## src/rtl/delay_line_ctrl_if.sv

```systemverilog
// Sample/config handshake bundle for delay_line_ctrl.
// The master side is the sample source and configuration agent.
interface delay_line_ctrl_if #(
  parameter int num_bits   = 16,
  parameter int max_cycles = 64
);
  localparam int DW = $clog2(max_cycles + 1);

  logic                cfg_valid;
  logic [DW-1:0]       cfg_delay;
  logic                cfg_ready;
  logic                in_valid;
  logic [num_bits-1:0] in_data;
  logic                in_ready;
  logic                out_valid;
  logic [num_bits-1:0] out_data;
  logic                busy;
  logic [DW-1:0]       current_delay;

  modport master (
    output cfg_valid, cfg_delay, in_valid, in_data,
    input  cfg_ready, in_ready, out_valid, out_data, busy, current_delay
  );

  modport slave (
    input  cfg_valid, cfg_delay, in_valid, in_data,
    output cfg_ready, in_ready, out_valid, out_data, busy, current_delay
  );
endinterface

```

## src/rtl/delay_line_ctrl.sv

```systemverilog
// Run-time programmable sample delay built on a circular buffer.
// The buffer is flushed to initial_value after reset and on every delay change.
module delay_line_ctrl #(
  parameter int                  num_bits      = 16,
  parameter int                  max_cycles    = 64,
  parameter logic [num_bits-1:0] initial_value = '0
) (
  input  logic              clk,
  input  logic              reset,
  delay_line_ctrl_if.slave  bus
);
  localparam int DW = $clog2(max_cycles + 1);
  localparam int AW = (max_cycles > 1) ? $clog2(max_cycles) : 1;

  typedef enum logic {CLEAR, RUN} state_t;

  state_t              state;
  logic [AW-1:0]       clear_cnt;
  logic [AW-1:0]       wptr;
  logic [DW-1:0]       cur_delay;
  logic                out_valid_q;
  logic [num_bits-1:0] out_data_q;
  logic                busy_q;
  logic                cfg_ready_q;

  logic [num_bits-1:0] mem [max_cycles];

  logic                accept;
  logic [DW:0]         rsum;
  logic [DW:0]         rwrap;
  logic [AW-1:0]       ridx;
  logic [DW-1:0]       clamped;

  assign bus.cfg_ready     = cfg_ready_q;
  assign bus.in_ready      = cfg_ready_q && !bus.cfg_valid;
  assign bus.out_valid     = out_valid_q;
  assign bus.out_data      = out_data_q;
  assign bus.busy          = busy_q;
  assign bus.current_delay = cur_delay;

  assign accept  = bus.in_valid && bus.in_ready;
  assign clamped = (bus.cfg_delay > DW'(max_cycles)) ? DW'(max_cycles) : bus.cfg_delay;

  // Bias by max_cycles so the subtraction never underflows, then fold once;
  // works for any depth, not just powers of two.
  always_comb begin
    rsum  = (DW+1)'(wptr) + (DW+1)'(max_cycles) - {1'b0, cur_delay};
    rwrap = (rsum >= (DW+1)'(max_cycles)) ? rsum - (DW+1)'(max_cycles) : rsum;
    ridx  = rwrap[AW-1:0];
  end

  always_ff @(posedge clk or negedge reset) begin
    if (!reset) begin
      state       <= CLEAR;
      clear_cnt   <= '0;
      wptr        <= '0;
      cur_delay   <= '0;
      out_valid_q <= 1'b0;
      out_data_q  <= initial_value;
      busy_q      <= 1'b1;
      cfg_ready_q <= 1'b0;
    end else begin
      out_valid_q <= 1'b0;
      case (state)
        CLEAR: begin
          if (clear_cnt == AW'(max_cycles - 1)) begin
            state       <= RUN;
            clear_cnt   <= '0;
            wptr        <= '0;
            busy_q      <= 1'b0;
            cfg_ready_q <= 1'b1;
          end else begin
            clear_cnt <= clear_cnt + 1'b1;
          end
        end
        RUN: begin
          if (bus.cfg_valid) begin
            state       <= CLEAR;
            clear_cnt   <= '0;
            wptr        <= '0;
            cur_delay   <= clamped;
            busy_q      <= 1'b1;
            cfg_ready_q <= 1'b0;
          end else if (bus.in_valid) begin
            out_valid_q <= 1'b1;
            out_data_q  <= (cur_delay == '0) ? bus.in_data : mem[ridx];
            wptr        <= (wptr == AW'(max_cycles - 1)) ? '0 : wptr + 1'b1;
          end
        end
        default: state <= CLEAR;
      endcase
    end
  end

  // Read above is combinational, so a full-depth delay sees the old entry at wptr.
  always_ff @(posedge clk) begin
    if (state == CLEAR)
      mem[clear_cnt] <= initial_value;
    else if (accept)
      mem[wptr] <= bus.in_data;
  end
endmodule
```

## src/flat_wrapper.sv

```systemverilog
// flat-port wrapper written by rule: the top's interface ports become plain ports
module delay_line_ctrl_flat 
#(
  parameter int                  num_bits      = 16,
  parameter int                  max_cycles    = 64,
  parameter logic [num_bits-1:0] initial_value = '0
)
  (clk, reset, bus_cfg_valid, bus_cfg_delay, bus_in_valid, bus_in_data, bus_cfg_ready, bus_in_ready, bus_out_valid, bus_out_data, bus_busy, bus_current_delay);
  delay_line_ctrl_if #(.num_bits(num_bits), .max_cycles(max_cycles)) bus_i ();
  input  logic clk;
  input  logic reset;
  input wire logic [$bits(bus_i.cfg_valid)-1:0] bus_cfg_valid;
  input wire logic [$bits(bus_i.cfg_delay)-1:0] bus_cfg_delay;
  input wire logic [$bits(bus_i.in_valid)-1:0] bus_in_valid;
  input wire logic [$bits(bus_i.in_data)-1:0] bus_in_data;
  output wire logic [$bits(bus_i.cfg_ready)-1:0] bus_cfg_ready;
  output wire logic [$bits(bus_i.in_ready)-1:0] bus_in_ready;
  output wire logic [$bits(bus_i.out_valid)-1:0] bus_out_valid;
  output wire logic [$bits(bus_i.out_data)-1:0] bus_out_data;
  output wire logic [$bits(bus_i.busy)-1:0] bus_busy;
  output wire logic [$bits(bus_i.current_delay)-1:0] bus_current_delay;
  assign bus_i.cfg_valid = bus_cfg_valid;
  assign bus_i.cfg_delay = bus_cfg_delay;
  assign bus_i.in_valid = bus_in_valid;
  assign bus_i.in_data = bus_in_data;
  assign bus_cfg_ready = bus_i.cfg_ready;
  assign bus_in_ready = bus_i.in_ready;
  assign bus_out_valid = bus_i.out_valid;
  assign bus_out_data = bus_i.out_data;
  assign bus_busy = bus_i.busy;
  assign bus_current_delay = bus_i.current_delay;
  delay_line_ctrl #(.num_bits(num_bits), .max_cycles(max_cycles), .initial_value(initial_value)) u_core (.clk(clk), .reset(reset), .bus(bus_i));
endmodule
```

## config.mk

```make
export PLATFORM = sky130hd
export DESIGN_NAME = delay_line_ctrl_flat
export DESIGN_NICKNAME = d
export VERILOG_FILES = /design/src/rtl/delay_line_ctrl_if.sv /design/src/rtl/delay_line_ctrl.sv /design/src/flat_wrapper.sv
export SDC_FILE = /design/constraint.sdc
export NUM_CORES = 1
export LEC_CHECK = 0
export ABC_AREA = 1
export BUFFER_PORTS_ARGS = -buffer_cell sky130_fd_sc_hd__buf_2
export CELL_PAD_IN_SITES_DETAIL_PLACEMENT = 0
export CELL_PAD_IN_SITES_GLOBAL_PLACEMENT = 1
export CORE_MARGIN = 4
export CORE_UTILIZATION = 40
export DETAILED_ROUTE_END_ITERATION = 7
export GPL_TIMING_DRIVEN = 0
export PLACE_DENSITY = 0.64
export SLEW_MARGIN = 20
export SYNTH_ARGS = -nofsm -noshare
export SYNTH_HDL_FRONTEND = slang
export SYNTH_SLANG_ARGS = --single-unit
```

## constraint.sdc

```tcl
create_clock -name clk -period 9.2 [get_ports clk]
set_input_delay 0 -clock clk [delete_from_list [all_inputs] [get_ports clk]]
set_output_delay 0 -clock clk [all_outputs]
set_load 0.01 [all_outputs]
```

==> flow_summary.json <==
{
  "final.min_clock_period_ns": 5.09,
  "cts_root_buffer": "clkbuf_16",
  "grt_usage_pct": 25.7,
  "max_cap_violations": 0,
  "grt_max_degree": 40,
  "num_rows": 121,
  "fp.dieW_um": 341,
  "io_pins": 54,
  "crit_chain": "inv_1, ha_1, fa_1, clkbuf_1, inv_1, clkbuf_1, buf_1, nor2_1, o21ai_0, nand3_1, nand3_1, nand3_1, nand3_1, nand3_1, nand2_1, nand2_1",
  "rsz0062_at_grt": "false",
  "hold_viol": 0,
  "path_max_fanout": 10,
  "utilization_pct": 48.0,
  "initial_utilization_pct": 40.5,
  "clock_latency_ns": 0.69,
  "antenna_found_initial": 4,
  "synth_nets": 3993,
  "drcViolationCount": 0,
  "fmax_ghz": 0.196,
  "ant_nets": 0,
  "vias": 31100,
  "clock-sinks": 1063,
  "synthTopCellsByArea": "edfxtp_1 (69%), nand2_1 (7.3%), nand3_1 (5.6%)",
  "slew_headroom_pct": 22.0,
  "yosysMostFrequentCell": "edfxtp_1",
  "ys.flop_type": "edfxtp_1",
  "tns_ns": 0,
  "cts_max_path_buffers": 3,
  "tightest_slew_ns": 1.17,
  "required_ns": 9.77,
  "path_delay_family": "buffers and inverters",
  "grt_pass1_wl_um": 214000,
  "drv_slew": 0,
  "synth_cells": 3958,
  "netlist_area_um2": 44300,
  "nets": 4296,
  "setup_viol": 0,
  "critical_path_class": "register to register",
  "coreArea_um2": 109000,
  "portBuffers": 53,
  "synth-seq-cells": 1063,
  "syn2layout_area_growth_pct": 18.7,
  "chipHeight_um": 341,
  "slowest_stage": "buf_1",
  "htreeDepth": 3,
  "grt_pass1_vias": 29700,
  "cts_resized": 0,
  "detail_route.wl_per_cell_um": 26.0,
  "ys_seq_area_share_pct": 71.6,
  "avgSynthCellArea_um2": 11.2,
  "end_kind": "register",
  "dpl.hpwl_um": 109000,
  "synth.distinct_cells": 37,
  "yosysTopAreaCellShare_pct": 69.4,
  "cp.arrival_ns": 5.67,
  "grt_overflow": 0,
  "crit_path_max_incr_delay_ns": 0.88,
  "cp_num_buf_inv": 5,
  "synth_top_area_cell": "edfxtp_1",
  "skew_ns": 0.0189,
  "firstDrtPassIters": 6,
  "routed_wirelength_um": 152000,
  "drtIter0Drc": 3559,
  "fillers": 9934,
  "synth_common_cells": "edfxtp_1 (1024), nand2_1 (863), nor2_1 (572)",
  "synth_edf_count": 1024,
  "gp_congestion": 0.939,
  "async_flop_share_pct": 3.67,
  "dieArea_um2": 116000,
  "hp-class": "input port to register",
  "status": "complete, no violations",
  "numCtsBuffers": 114,
  "start_kind": "register",
  "yosysWarnings": 0,
  "finalCritPeriodShare_pct": 55.3,
  "cts_tree": "done",
  "critical_path.most_common_cell": "nand3_1",
  "drive_gt1_share_pct": 10.6,
  "cts.clk_slew.worst_paths_ns": 0.06,
  "via_per_inst": 5.34
}
metrics by stage:
stage	hold slack [ns]	cells	setup slack, ns	instance area (um2)
6_report	0.182	5834	4.11	52600
5_1_grt	0.228	5833	4.02	52600
4_1_cts	0.0185	5832	4.21	52500
3_5_place_dp	0.221	5582	4.26	48400
3_3_place_gp	0.212	5487	1.86	46400
2_1_floorplan	-0.296	3958	5.66	44300
what timing repair did:
action	CTS	global route
buffers inserted	0	0
hold buffers	38	1
endpoints found under the hold margin	560	38
cells in the final DEF, fill, tap and decap left out, types with 38 or more instances in the layout:
cell type,n
a21oi_1,39
clkbuf_16,118
clkbuf_1,182
nor2_1,500
nor2_4,43
o21ai_0,269
o211ai_1,89
dlygate4sd3_1,39
nand2_1,863
nand3_1,496
buf_2,103
dfrtp_1,38
edfxtp_1,1024
inv_1,267
state kept, by name, indices dropped and copies added (netlist names):
name and count:
u_core.bus.busy 1, u_core.bus.cfg_ready 1, u_core.bus.current_delay 7, u_core.bus.out_data 16, u_core.bus.out_valid 1, u_core.clear_cnt 6, u_core.mem 1024, u_core.state 1
u_core.wptr 6
kinds of logic (layout without fill, tap and decap cells):
family / count (synthesis) / in the layout / synth area share (%)
fa+ha+maj: 8 / 8 / 0.243
simple gates: 1971 / 1971 / 18.4
other cells: 0 / 1 / 0
flops: 1063 / 1063 / 71.6
xor+xnor: 7 / 7 / 0.138
buf+inv: 500 / 899 / 4.35
compound gates: 409 / 409 / 5.20
tightest hold or removal path, stage by stage:
cell and delay (ns):
dlygate4sd3_1 0.52, buf_2 0.12, a21oi_1 0.06, a21oi_1 0.13
area by class of cell:
class	count	area [um2]	area share (%)
Clock buffer	148	3080	5.85
Buffer	226	897	1.71
Inverter	274	1030	1.96
Timing Repair Buffer	187	2200	4.18
Sequential cell	1063	31700	60.4
Tap cell	1476	1850	3.51
Antenna cell	1	2.50	0.00476
Clock inverter	64	698	1.33
Multi-Input combinational cell	2395	11100	21.1
per-layer routing:
| layer | part of all wire [%] | GRT usage (%) |
|---|---|---|
| met1 | 41 | 34.6 |
| met2 | 48 | 42.7 |
| met3 | 7.9 | 4.06 |
| met4 | 3.3 | 8.43 |
| met5 | 0 | 0 |
worst paths after layout:
kind	depth (start not counted)	slack (ns)	endpoint	from
worst max-delay path	16	4.11	u_core.bus.out_data[7]$_DFFE_PN0P_	u_core.wptr[0]$_DFFE_PN0P_
worst min-delay path	4	0.18	u_core.bus.out_data[8]$_DFFE_PN0P_	bus_in_data[8]
worst max register to register	16	4.11	u_core.bus.out_data[7]$_DFFE_PN0P_	u_core.wptr[0]$_DFFE_PN0P_
worst min register to register	2	0.46	u_core.bus.busy$_DFFE_PN1P_	u_core.bus.busy$_DFFE_PN1P_
max in group asynchronous	3	8.39	u_core.bus.out_data[0]$_DFFE_PN0P_	reset
min in group asynchronous	3	0.37	u_core.bus.current_delay[3]$_DFFE_PN0P_	reset
Power is left out: the tool's default activity adds up to more than one toggle a clock period on the data nets, which glitch-free logic cannot reach.
